### src/rtl/ball_engine.sv
// Per-frame ball motion sequencer: predict, wall bounce, shared paddle/goal overlap tests, atomic commit.
// Build option: define BALL_SPEEDUP_EN to raise speed by one on each paddle hit, up to MAX_SPEED.
module ball_engine #(
  parameter int SCREEN_W  = 640,
  parameter int SCREEN_H  = 480,
  parameter int BALL_SIZE = 8,
  parameter int PADDLE_W  = 8,
  parameter int PADDLE_H  = 64,
  parameter int LPAD_X    = 16,
  parameter int RPAD_X    = 616,
  parameter int BALL_X0   = 316,
  parameter int BALL_Y0   = 236,
  parameter int SPEED     = 2,
  parameter int MAX_SPEED = 6
) (
  input  logic       sys_clk,
  input  logic       reset_n,
  input  logic       frame_tick,
  input  logic       serve,
  input  logic [8:0] LPadY,
  input  logic [8:0] RPadY,
  output logic [9:0] BallX,
  output logic [8:0] BallY,
  output logic       dir_x,
  output logic       dir_y,
  output logic       busy,
  output logic       update_done,
  output logic       score_l,
  output logic       score_r,
  output logic       overrun
);

  typedef enum logic [2:0] {HOLD, IDLE, PREDICT, TEST_L, TEST_R, GOAL} state_t;

  localparam logic [10:0] BS         = 11'(BALL_SIZE);
  localparam logic [10:0] PW         = 11'(PADDLE_W);
  localparam logic [10:0] PH         = 11'(PADDLE_H);
  localparam logic [10:0] LX         = 11'(LPAD_X);
  localparam logic [10:0] RX         = 11'(RPAD_X);
  localparam logic [10:0] X_LIMIT    = 11'(SCREEN_W - 1);
  localparam logic [10:0] Y_LIMIT    = 11'(SCREEN_H - 1);
  localparam logic [10:0] Y_FLOOR    = 11'(SCREEN_H - 1 - BALL_SIZE);
  localparam logic [10:0] L_BOUNCE_X = 11'(LPAD_X + PADDLE_W + 1);
  localparam logic [10:0] R_BOUNCE_X = 11'(RPAD_X - BALL_SIZE - 1);
  localparam logic [9:0]  X0         = 10'(BALL_X0);
  localparam logic [8:0]  Y0         = 9'(BALL_Y0);
  localparam logic [2:0]  SPD0       = 3'(SPEED);
`ifdef BALL_SPEEDUP_EN
  localparam logic [2:0]  SPD_MAX    = 3'(MAX_SPEED);
`endif

  state_t      state_reg, state_next;
  logic [9:0]  ball_x_reg, ball_x_next;
  logic [8:0]  ball_y_reg, ball_y_next;
  logic        dir_x_reg, dir_x_next;
  logic        dir_y_reg, dir_y_next;
  logic [2:0]  speed_reg, speed_next;
  logic [10:0] nx_reg, nx_next;
  logic [10:0] ny_reg, ny_next;
  logic        ndx_reg, ndx_next;
  logic        ndy_reg, ndy_next;
  logic        done_reg, done_next;
  logic        score_l_reg, score_l_next;
  logic        score_r_reg, score_r_next;
  logic        overrun_reg, overrun_next;

  logic        busy_int;
  logic [10:0] bx11, by11, spd11;
  logic [10:0] px, py;
  logic        overlap;

  assign busy_int = (state_reg == PREDICT) || (state_reg == TEST_L) ||
                    (state_reg == TEST_R)  || (state_reg == GOAL);
  assign bx11  = {1'b0, ball_x_reg};
  assign by11  = {2'b0, ball_y_reg};
  assign spd11 = {8'b0, speed_reg};

  // One comparator serves both paddles; the paddle is selected by the test state.
  always_comb begin
    px = RX;
    py = {2'b0, RPadY};
    if (state_reg == TEST_L) begin
      px = LX;
      py = {2'b0, LPadY};
    end
    overlap = (px <= nx_reg + BS) && (nx_reg <= px + PW) &&
              (py <= ny_reg + BS) && (ny_reg <= py + PH);
  end

  always_comb begin
    state_next   = state_reg;
    ball_x_next  = ball_x_reg;
    ball_y_next  = ball_y_reg;
    dir_x_next   = dir_x_reg;
    dir_y_next   = dir_y_reg;
    speed_next   = speed_reg;
    nx_next      = nx_reg;
    ny_next      = ny_reg;
    ndx_next     = ndx_reg;
    ndy_next     = ndy_reg;
    done_next    = 1'b0;
    score_l_next = 1'b0;
    score_r_next = 1'b0;
    overrun_next = overrun_reg;

    if (frame_tick && busy_int) overrun_next = 1'b1;

    case (state_reg)
      HOLD: begin
        if (serve) begin
          state_next   = IDLE;
          overrun_next = 1'b0;
          speed_next   = SPD0;
        end
      end
      IDLE: begin
        if (frame_tick) state_next = PREDICT;
      end
      PREDICT: begin
        ndx_next = dir_x_reg;
        ndy_next = dir_y_reg;
        if (dir_x_reg)         nx_next = bx11 + spd11;
        else if (bx11 < spd11) nx_next = 11'd0;
        else                   nx_next = bx11 - spd11;
        if (!dir_y_reg) begin
          if (by11 < spd11) begin
            ny_next  = 11'd0;
            ndy_next = 1'b1;
          end else begin
            ny_next = by11 - spd11;
          end
        end else if (by11 + spd11 + BS > Y_LIMIT) begin
          ny_next  = Y_FLOOR;
          ndy_next = 1'b0;
        end else begin
          ny_next = by11 + spd11;
        end
        state_next = TEST_L;
      end
      TEST_L: begin
        if (!ndx_reg && overlap) begin
          nx_next  = L_BOUNCE_X;
          ndx_next = 1'b1;
`ifdef BALL_SPEEDUP_EN
          if (speed_reg < SPD_MAX) speed_next = speed_reg + 3'd1;
`endif
        end
        state_next = TEST_R;
      end
      TEST_R: begin
        if (ndx_reg && overlap) begin
          nx_next  = R_BOUNCE_X;
          ndx_next = 1'b0;
`ifdef BALL_SPEEDUP_EN
          if (speed_reg < SPD_MAX) speed_next = speed_reg + 3'd1;
`endif
        end
        state_next = GOAL;
      end
      GOAL: begin
        done_next  = 1'b1;
        dir_y_next = ndy_reg;
        if (!ndx_reg && nx_reg == 11'd0) begin
          score_r_next = 1'b1;
          ball_x_next  = X0;
          ball_y_next  = Y0;
          dir_x_next   = 1'b0;
          state_next   = HOLD;
        end else if (ndx_reg && (nx_reg + BS > X_LIMIT)) begin
          score_l_next = 1'b1;
          ball_x_next  = X0;
          ball_y_next  = Y0;
          dir_x_next   = 1'b1;
          state_next   = HOLD;
        end else begin
          ball_x_next = nx_reg[9:0];
          ball_y_next = ny_reg[8:0];
          dir_x_next  = ndx_reg;
          state_next  = IDLE;
        end
      end
      default: state_next = HOLD;
    endcase
  end

  always_ff @(posedge sys_clk or negedge reset_n) begin
    if (!reset_n) begin
      state_reg   <= HOLD;
      ball_x_reg  <= X0;
      ball_y_reg  <= Y0;
      dir_x_reg   <= 1'b1;
      dir_y_reg   <= 1'b1;
      speed_reg   <= SPD0;
      nx_reg      <= 11'd0;
      ny_reg      <= 11'd0;
      ndx_reg     <= 1'b1;
      ndy_reg     <= 1'b1;
      done_reg    <= 1'b0;
      score_l_reg <= 1'b0;
      score_r_reg <= 1'b0;
      overrun_reg <= 1'b0;
    end else begin
      state_reg   <= state_next;
      ball_x_reg  <= ball_x_next;
      ball_y_reg  <= ball_y_next;
      dir_x_reg   <= dir_x_next;
      dir_y_reg   <= dir_y_next;
      speed_reg   <= speed_next;
      nx_reg      <= nx_next;
      ny_reg      <= ny_next;
      ndx_reg     <= ndx_next;
      ndy_reg     <= ndy_next;
      done_reg    <= done_next;
      score_l_reg <= score_l_next;
      score_r_reg <= score_r_next;
      overrun_reg <= overrun_next;
    end
  end

  assign BallX       = ball_x_reg;
  assign BallY       = ball_y_reg;
  assign dir_x       = dir_x_reg;
  assign dir_y       = dir_y_reg;
  assign busy        = busy_int;
  assign update_done = done_reg;
  assign score_l     = score_l_reg;
  assign score_r     = score_r_reg;
  assign overrun     = overrun_reg;

endmodule

### config.mk
export PLATFORM = sky130hd
export DESIGN_NAME = ball_engine
export DESIGN_NICKNAME = d
export VERILOG_FILES = /design/src/rtl/ball_engine.sv
export SDC_FILE = /design/constraint.sdc
export NUM_CORES = 1
export LEC_CHECK = 0
export ABC_AREA = 1
export CAP_MARGIN = 20
export CORE_ASPECT_RATIO = 1.25
export CORE_UTILIZATION = 55
export DETAILED_ROUTE_END_ITERATION = 6
export GPL_TIMING_DRIVEN = 0
export HOLD_SLACK_MARGIN = 0.15
export PLACE_DENSITY = 0.79
export SYNTH_ARGS = -nofsm -noshare
export SYNTH_HDL_FRONTEND = slang
export SYNTH_SLANG_ARGS = --single-unit
### constraint.sdc
create_clock -name sys_clk -period 3.3 [get_ports sys_clk]
set_clock_uncertainty 0.15 [all_clocks]
set_input_delay 0.66 -clock sys_clk [delete_from_list [all_inputs] [get_ports sys_clk]]
set_output_delay 0.66 -clock sys_clk [all_outputs]
set_load 0.1 [all_outputs]
=== Word-level counts from Yosys, hierarchy flattened ===
Index checks and enable logic that the tools add are counted.

* $add $sub $neg: 9
* $lt $le $gt $ge: 8
* Equal/unequal tests: 9
* Mux-type cells: 36
* Reduce and logical (&&, ||, !) cells: 17

{| class="wikitable"
|+ Operators with widths
! operator !! count
|-
| $mux W11 || 6
|-
| $add A11 B4 Y11 const B || 4
|-
| $le A11 B11 Y1 || 4
|-
| $mux W10 || 4
|-
| $pmux W11 S3 || 1
|-
| $mux W9 || 3
|-
| $mux W1 || 18
|-
| $pmux W3 S6 || 1
|-
| $add A10 B2 Y11 const B || 1
|-
| $add A11 B7 Y11 const B || 1
|-
| $gt A11 B10 Y1 const B || 1
|-
| $gt A11 B9 Y1 const B || 1
|-
| $logic_not A11 Y1 || 1
|-
| $sub A10 B2 Y11 const B || 1
|-
| $add A9 B2 Y10 const B || 1
|-
| $lt A10 B2 Y1 const B || 1
|-
| $sub A9 B2 Y10 const B || 1
|-
| $lt A9 B2 Y1 const B || 1
|-
| $logic_and A1 B1 Y1 || 8
|-
| $eq A3 B2 Y1 const B || 2
|-
| $eq A3 B3 Y1 const B || 2
|-
| $mux W3 || 2
|-
| $ne A2 B1 Y1 const B || 2
|-
| $ne A2 B2 Y1 const B || 2
|-
| other kinds (8) || 10
|}

* Register bits after elaboration: 52
* Input port bits: 22
* Output and inout bits: 26
* Word-level logic and storage cells: 92

=== Depth between registers and ports, before layout ===
Gate-level depths: netlist of run 1.

* Depth after elaboration: 10
* Depth in mapped cells: 22
* Gate-level depth less buffers: 20

=== Least setup slack after synthesis of run 1 ===
Ideal clock, no wire load.

* Kind: register to register
* Start point: register state_reg[1]
* End point: register nx_reg[4]
* Library setup time: 0.117 ns
* Arrival time: 2.583 ns
* Required time: 3.033 ns
* Path slack: 0.449 ns
* Cell stages (with the launch flop): 18
* Buffers on the path: 3
* Period minus slack after synthesis: 2.851 ns
* Cells stage by stage: dfrtp_1 buf_4 nand3_4 buf_1 o21ai_0 ha_1 inv_1 nor4_1 nand3_1 a21oi_1 a21oi_1 nor2_1 nand3_1 nand2_2 nand3_2 buf_6 nand2_1 nand2_1

* Word-level cells in the longest chain between the ends: 10
* Elaborated cells on any way between the ends: 21
* Classes of those cells: add/sub: 2; order compare: 4; eq/ne: 5; mux: 3; reduce/logical: 7

{| class="wikitable"
|+ Ends and longest elaborated chain
! what !! RTL line !! source
|-
| from (decl) || 52 || <nowiki>state_t state_reg, state_next;</nowiki>
|-
| from (signal assigned) || 203 || <nowiki>state_reg <= state_next;</nowiki>
|-
| $eq A3 B2 Y1 || 82, 108 ||
|-
| $mux W10 || 82 || <nowiki>if (state_reg == TEST_L) begin</nowiki>
|-
| $add A11 B4 Y11 || 86 || <nowiki>overlap = (px <= nx_reg + BS) && (nx_reg <= px + PW) &&</nowiki>
|-
| $le A11 B11 Y1 || 86 ||
|-
| $logic_and A1 B1 Y1 (2 in series) || 86 ||
|-
| $logic_and A1 B1 Y1 || 87 || <nowiki>(py <= ny_reg + BS) && (ny_reg <= py + PH);</nowiki>
|-
| $logic_and A1 B1 Y1, on equally long branches || 151, 141 ||
|-
| $ne A2 B1 Y1 (no source line) || -- ||
|-
| $reduce_and A3 Y1 (no source line) || -- ||
|-
| to (signal assigned) || 209 || <nowiki>nx_reg <= nx_next;</nowiki>
|-
| to (decl) || 58 || <nowiki>logic [10:0] nx_reg, nx_next;</nowiki>
|}

Parallel ways exist; a longest one is shown, timed or not.
A chain may end at the register's enable or synchronous reset.

=== Final worst setup path of run 1 ===
* Start point: register state_reg[2]
* End point: register nx_reg[6]

Same word-level chain as after synthesis.

==> results.md, run 1 <==
* Max Slew Vio Count at 0
* Largest net degree at the start of global routing at 37
* Vias at 4117
* CP startpoint kind: register
* Final std cells w/o fill at 733
* WL/cell at 14.7 microns
* Crit path time final at 3.15 ns
* Syn avg cell area at 7.11 sq um
* Critical path fanouts, max at 7
* Slew headroom at 35.1%
* Nets at 698
* H-tree Lvls at 2
* Final Instance Area at 0.00494 sq mm
* TritonCTS clock tree: yes
* Placed cell area at 0.00473 sq mm
* Worst hold path type: reg -> reg
* GRT met2 Usage at 53.6%
* Die ar. at 0.00786 sq mm
* Die width at 79.5 microns
* Initial antenna violation count at 0
* Ys flop type: dfrtp_1
* Number of max-cap violations at 0
* Core ar. at 0.00710 sq mm
* Number of synthesized flops with an enable pin at 0
* Hold Fails Final Rpt at 0
* Gr usage total at 28.5%
* # DRC at 0
* CP endpoint kind: register
* CTS sink count at 52
* DRT iter0 DRCs at 217
* Max Buffers Root-to-Sink at 2
* Clock latency on the worst-skew pair at 0.31 ns
* Busiest grt layer: met2
* Post-Syn Nets at 637
* Syn-to-layout area delta at 19.6%
* Status: finished, final reports clean
* DP HPWL at 8250 microns
* Die Ht at 98.9 microns
* Synthesized flop and latch total at 52
* Syn Inst Count at 581
* Commonest non-fill, non-tap cell in the layout: nand2_1
* I/O Pins at 48
* Finished Core Util at 69.5%
* Sequential element share of the synthesized area at 31.9%
* Fin crit share at 95.4%
* Root buffer cell: clkbuf_8
* Met3 usage at 2.78%
* # diodes at 0
* Global route overflow at 0
* Crit path kind: reg -> reg
* Vias per cell at 5.62
* Grt met1 use at 31.8%
* First-pass GRT wire length at 17600 microns
* Commonest cells after routing, fill and taps aside: nand2_1 (129), inv_1 (84), nor2_1 (49), clkdlybuf4s50_1 (44), dfrtp_1 (36)
* Vias in the first global route at 3940
* Setup violators final at 0
* TritonRoute pass-1 iters at 5
* Hold WS at 0.345 ns
* Async SR Flop Fraction at 100%
* Ys Warns at 0
* Antenna viol nets, final at 0
* Synth unique cells at 42
* Required time of the critical path at 3.35 ns
* Critical Path AT at 3.20 ns
* Netlist area before placement at 0.00413 sq mm
* Fmax achieved at 0.318 GHz
* Cts bufs inserted at 5
* Worst-margin pin slew at 0.971 ns
* Final wirelength at 10800 microns
* Rows at 34
* Placed cells at 719
* Reg2reg setup slack at 0.15 ns
* Final Wtd Congestion at 0.919
* I/O Buffers at 47
* Fraction of layout cells with a size suffix above 1 at 10.3%
* Initial Util at 58.1%
* Clock Pin Slew Worst Setup and Hold Paths at 0.10 ns
## metrics by stage
stage               setup slack (ns)  TNS, ns
floorplan                      0.449        0
global placement              -0.267    -6.81
detailed placement            -0.275    -2.51
CTS                         0.000751        0
global route                 -0.0557   -0.417
finish                         0.151        0
## logic make-up after synthesis
kind of cell | share of synthesized area, %
buf+inv | 10.5
compound gates | 13.5
simple gates | 29.2
xor+xnor | 4.45
flops | 31.9
fa+ha+maj | 10.3
## metal layers
layer,routed length (microns),vias up,part of all wire (%)
met5,0,-,0
met4,306,0,2.8
met3,393,25,3.6
met2,5800,120,54
met1,4300,1927,40
li1,-,2045,-
## cell usage after synthesis, types with 3 or more instances
cell type | count | area share (%)
nand2_2 | 3 | 0.45
o31ai_1 | 3 | 0.55
a31oi_1 | 4 | 0.61
nor2_1 | 50 | 4.5
ha_1 | 34 | 10
inv_1 | 84 | 7.6
a21oi_1 | 27 | 3.3
o22ai_1 | 16 | 2.4
nor4_1 | 3 | 0.45
dfstp_2 | 14 | 8.9
nand3_1 | 35 | 4.2
xnor2_1 | 4 | 0.85
o21ai_1 | 3 | 0.36
nand2_1 | 131 | 12
nor3_1 | 10 | 1.2
clkbuf_1 | 7 | 0.64
nand4_1 | 24 | 3.6
dfrtp_1 | 38 | 23
or2_2 | 3 | 0.45
o21ai_0 | 35 | 4.2
nand3_2 | 4 | 0.97
xor2_1 | 17 | 3.6
buf_4 | 6 | 1.1
## layout make-up
class,instances,area (sq um)
Clock buffer,8,100
Timing Repair Buffer,54,541
Sequential cell,52,1320
Fill cell,605,2160
Multi-Input combinational cell,423,2410
Inverter,89,344
Buffer,17,108
Tap cell,90,113
## worst max-delay path: stages (launching register included)
cell and delay, ns:
dfrtp_1 0.44, inv_4 0.12, nand3_4 0.15, buf_4 0.19
nand2_1 0.10, nand2_1 0.09, nand3_1 0.10, nand2_1 0.07
ha_1 0.30, nand2_1 0.07, nor3_2 0.22, nand3_1 0.13
a21oi_2 0.13, a21oi_2 0.05, nor2_2 0.13, nand3_1 0.10
nand2_2 0.13, nand3_4 0.12, buf_6 0.15, nand2_1 0.05
nand2_1 0.06
## path summary, 6_finish.rpt
path | cells after the start | from | to
max in group asynchronous | 3 | reset_n | ndy_reg
min in group asynchronous | 2 | reset_n | BallX[1]
worst max-delay path | 20 | state_reg[2] | nx_reg[6]
worst max register to register | 20 | state_reg[2] | nx_reg[6]
worst min-delay path | 2 | ndy_reg | dir_y
worst min register to register | 2 | ndy_reg | dir_y
## repair_timing
action | 4_1_cts | 5_1_grt
gates resized for setup | 5 | 22
endpoints found under the hold margin | 8 | 0
pin swaps | 0 | 9
setup endpoints to repair | 13 | 12
buffers inserted | 0 | 4
gates cloned | 0 | 1
hold buffers | 1 | 0
Power of run 1 is not shown: default switching activity piles up to over one toggle a cycle in this logic, so the estimate is an artifact.
==> run 2, diff against run 1 <==
--- a/config.mk
+++ b/config.mk
@@ -8,11 +8,11 @@
 export ABC_AREA = 1
 export CAP_MARGIN = 20
 export CORE_ASPECT_RATIO = 1.25
-export CORE_UTILIZATION = 55
+export CORE_UTILIZATION = 45
 export DETAILED_ROUTE_END_ITERATION = 6
 export GPL_TIMING_DRIVEN = 0
 export HOLD_SLACK_MARGIN = 0.15
-export PLACE_DENSITY = 0.79
+export PLACE_DENSITY = 0.66
 export SYNTH_ARGS = -nofsm -noshare
 export SYNTH_HDL_FRONTEND = slang
 export SYNTH_SLANG_ARGS = --single-unit
==> run 2 against run 1 <==
Effect of this change:
- largest cell class unchanged
- cell area rose by 1.2%
- via count fell by 0.34%
- global-route usage fell by 3.7 points
- sequential share of layout area fell by 0.33 points
- worst hold slack improved by 0.012 ns
==> results.md, run 2 (synthesized netlist as in run 1, its figures left out) <==
* H-tree Lvls at 2
* DRT iter0 DRCs at 202
* Initial antenna violation count at 0
* Initial Util at 47.0%
* Nets at 701
* Die Ht at 109 microns
* Setup TNS at 0 ns
* Cts bufs inserted at 5
* Register Area at 0.00132 sq mm
* Critical Path AT at 3.16 ns
* Final Wtd Congestion at 0.914
* I/O Buffers at 47
* R2R cell count at 18
* TritonRoute pass-1 iters at 5
* Crit path time final at 3.11 ns
* CTS sink count at 52
* Syn-to-layout area delta at 21.1%
* # diodes at 0
* Number of max-cap violations at 0
* Die ar. at 0.00957 sq mm
* Fraction of layout cells with a size suffix above 1 at 10.2%
* Clock Pin Slew Worst Setup and Hold Paths at 0.10 ns
* Status: finished, final reports clean
* Commonest non-fill, non-tap cell in the layout: nand2_1
* Vias in the first global route at 4069
* Crit-path max cell delay at 0.46 ns
* Worst Path Buf+Inv at 2
* Max Buffers Root-to-Sink at 2
* CP Capture Point: nx_reg[4]
* Crit Reg-Reg Endpoint: nx_reg[4]
* Gr usage total at 24.8%
* Fin crit share at 94.1%
* TritonCTS clock tree: yes
* Worst slack, placed at -0.312 ns
* Vias per cell at 5.36
* Footprint of the multi-input gates at 0.00240 sq mm
* Setup ws final at 0.194 ns
* Die width at 87.7 microns
* CP delay by family, top: simple AND/OR/NAND/NOR gates
* Crit-path cells: clkdlybuf4s50_1 > nand4_1 > nand2_4 > nand2_1 > nand3_1 > nand2_1 > ha_1 > nand2_1 > nor3_4 > nand3_1 > a21oi_1 > a21oi_1 > nor2_1 > nand3_1 > nand2_2 > nand3_2 > buf_6 > nand2_1 > nand2_1
* Final wirelength at 11300 microns
* Core ar. at 0.00880 sq mm
* Max Slew Vio Count at 0
* Critical path depth at 19
* I/O Pins at 48
* Critical path fanouts, max at 10
* Required time of the critical path at 3.36 ns
* # DRC at 0
* Finished Core Util at 56.9%
* Setup violators final at 0
* DP HPWL at 8740 microns
* Fillcell total at 866
* Root buffer cell: clkbuf_8
* Worst hold path type: reg -> reg
* Largest net degree at the start of global routing at 37
* Slew headroom at 34.4%
* CP startpoint kind: input port
* Hold Fails Final Rpt at 0
* Crit path top cell by count: nand2_1
* Global route overflow at 0
* Rows at 38
* Antenna viol nets, final at 0
* WL/cell at 14.7 microns
* Clock latency on the worst-skew pair at 0.32 ns
* Crit path kind: in -> reg
* Reg2reg setup slack at 0.20 ns
* CP startpoint: LPadY[6]
* Crit-path slowest cell: clkdlybuf4s50_1
* First-pass GRT wire length at 18400 microns
* Worst-margin pin slew at 0.981 ns
* Vias at 4103
* CP endpoint kind: register
* Fmax achieved at 0.322 GHz
* Crit Reg-Reg Startpoint: state_reg[2]
* Commonest cells after routing, fill and taps aside: nand2_1 (130), inv_1 (84), nor2_1 (50), clkdlybuf4s50_1 (45), dfrtp_1 (36)
## run 2: cell count changes in the layout (fill, tap and decap cells not counted), moves of 2 or more
cell,before,now
buf_4,9,13
a21oi_1,25,27
a21oi_2,2,0
buf_6,4,2
clkbuf_8,7,5
o21ai_0,32,34
o21ai_1,6,4
## run 2: area by class of cell
type,instances,area share (%)
buffer,17,2.08
clock buffer,5,1.38
clock inverter,3,0.851
inverter,89,6.88
multi-input combinational,423,48.0
sequential,52,26.4
tap,120,3.00
timing repair buffer,57,11.4
## run 2: repair_timing
item                                   CTS  global route
setup buffers                            0             8
gates resized for setup                  8             8
endpoints found under the hold margin    8             0
setup endpoints to repair               13            11
pin swaps                                1             5
hold buffers                             1             0
## run 2: metal layers
metal	track usage, %	wire length [microns]	share of wire [%]
met5	0	0	0
met3	3.48	331	2.9
met2	47.1	6120	54
met1	28.2	4640	41
met4	7.96	185	1.6
## run 2: worst min path at each step
stage               endpoint  cells past startpoint    start
floorplan           BallX[0]                      0  reset_n
global placement       dir_y                      2  ndy_reg
detailed placement     dir_y                      2  ndy_reg
CTS                    dir_y                      2  ndy_reg
global route         ndy_reg                      1  ndy_reg
finish                 dir_y                      2  ndy_reg
## run 2: per-stage QoR
stage | hold slack, ns | area [sq um] | instances
2_1_floorplan | 0.214 | 4130 | 581
3_3_place_gp | 0.327 | 4750 | 748
3_5_place_dp | 0.335 | 4770 | 749
4_1_cts | 0.357 | 4910 | 758
5_1_grt | 0.381 | 5000 | 766
6_report | 0.357 | 5000 | 766
## run 2: worst reg2reg max path: cells and delay by family, from the launching register on
family	cells	cell delay (ns)
fa+ha+maj	1	0.38
simple gates	10	1.20
buf+inv	4	0.54
flops	1	0.42
compound gates	3	0.30
Power of run 2 is left out for the same reason.
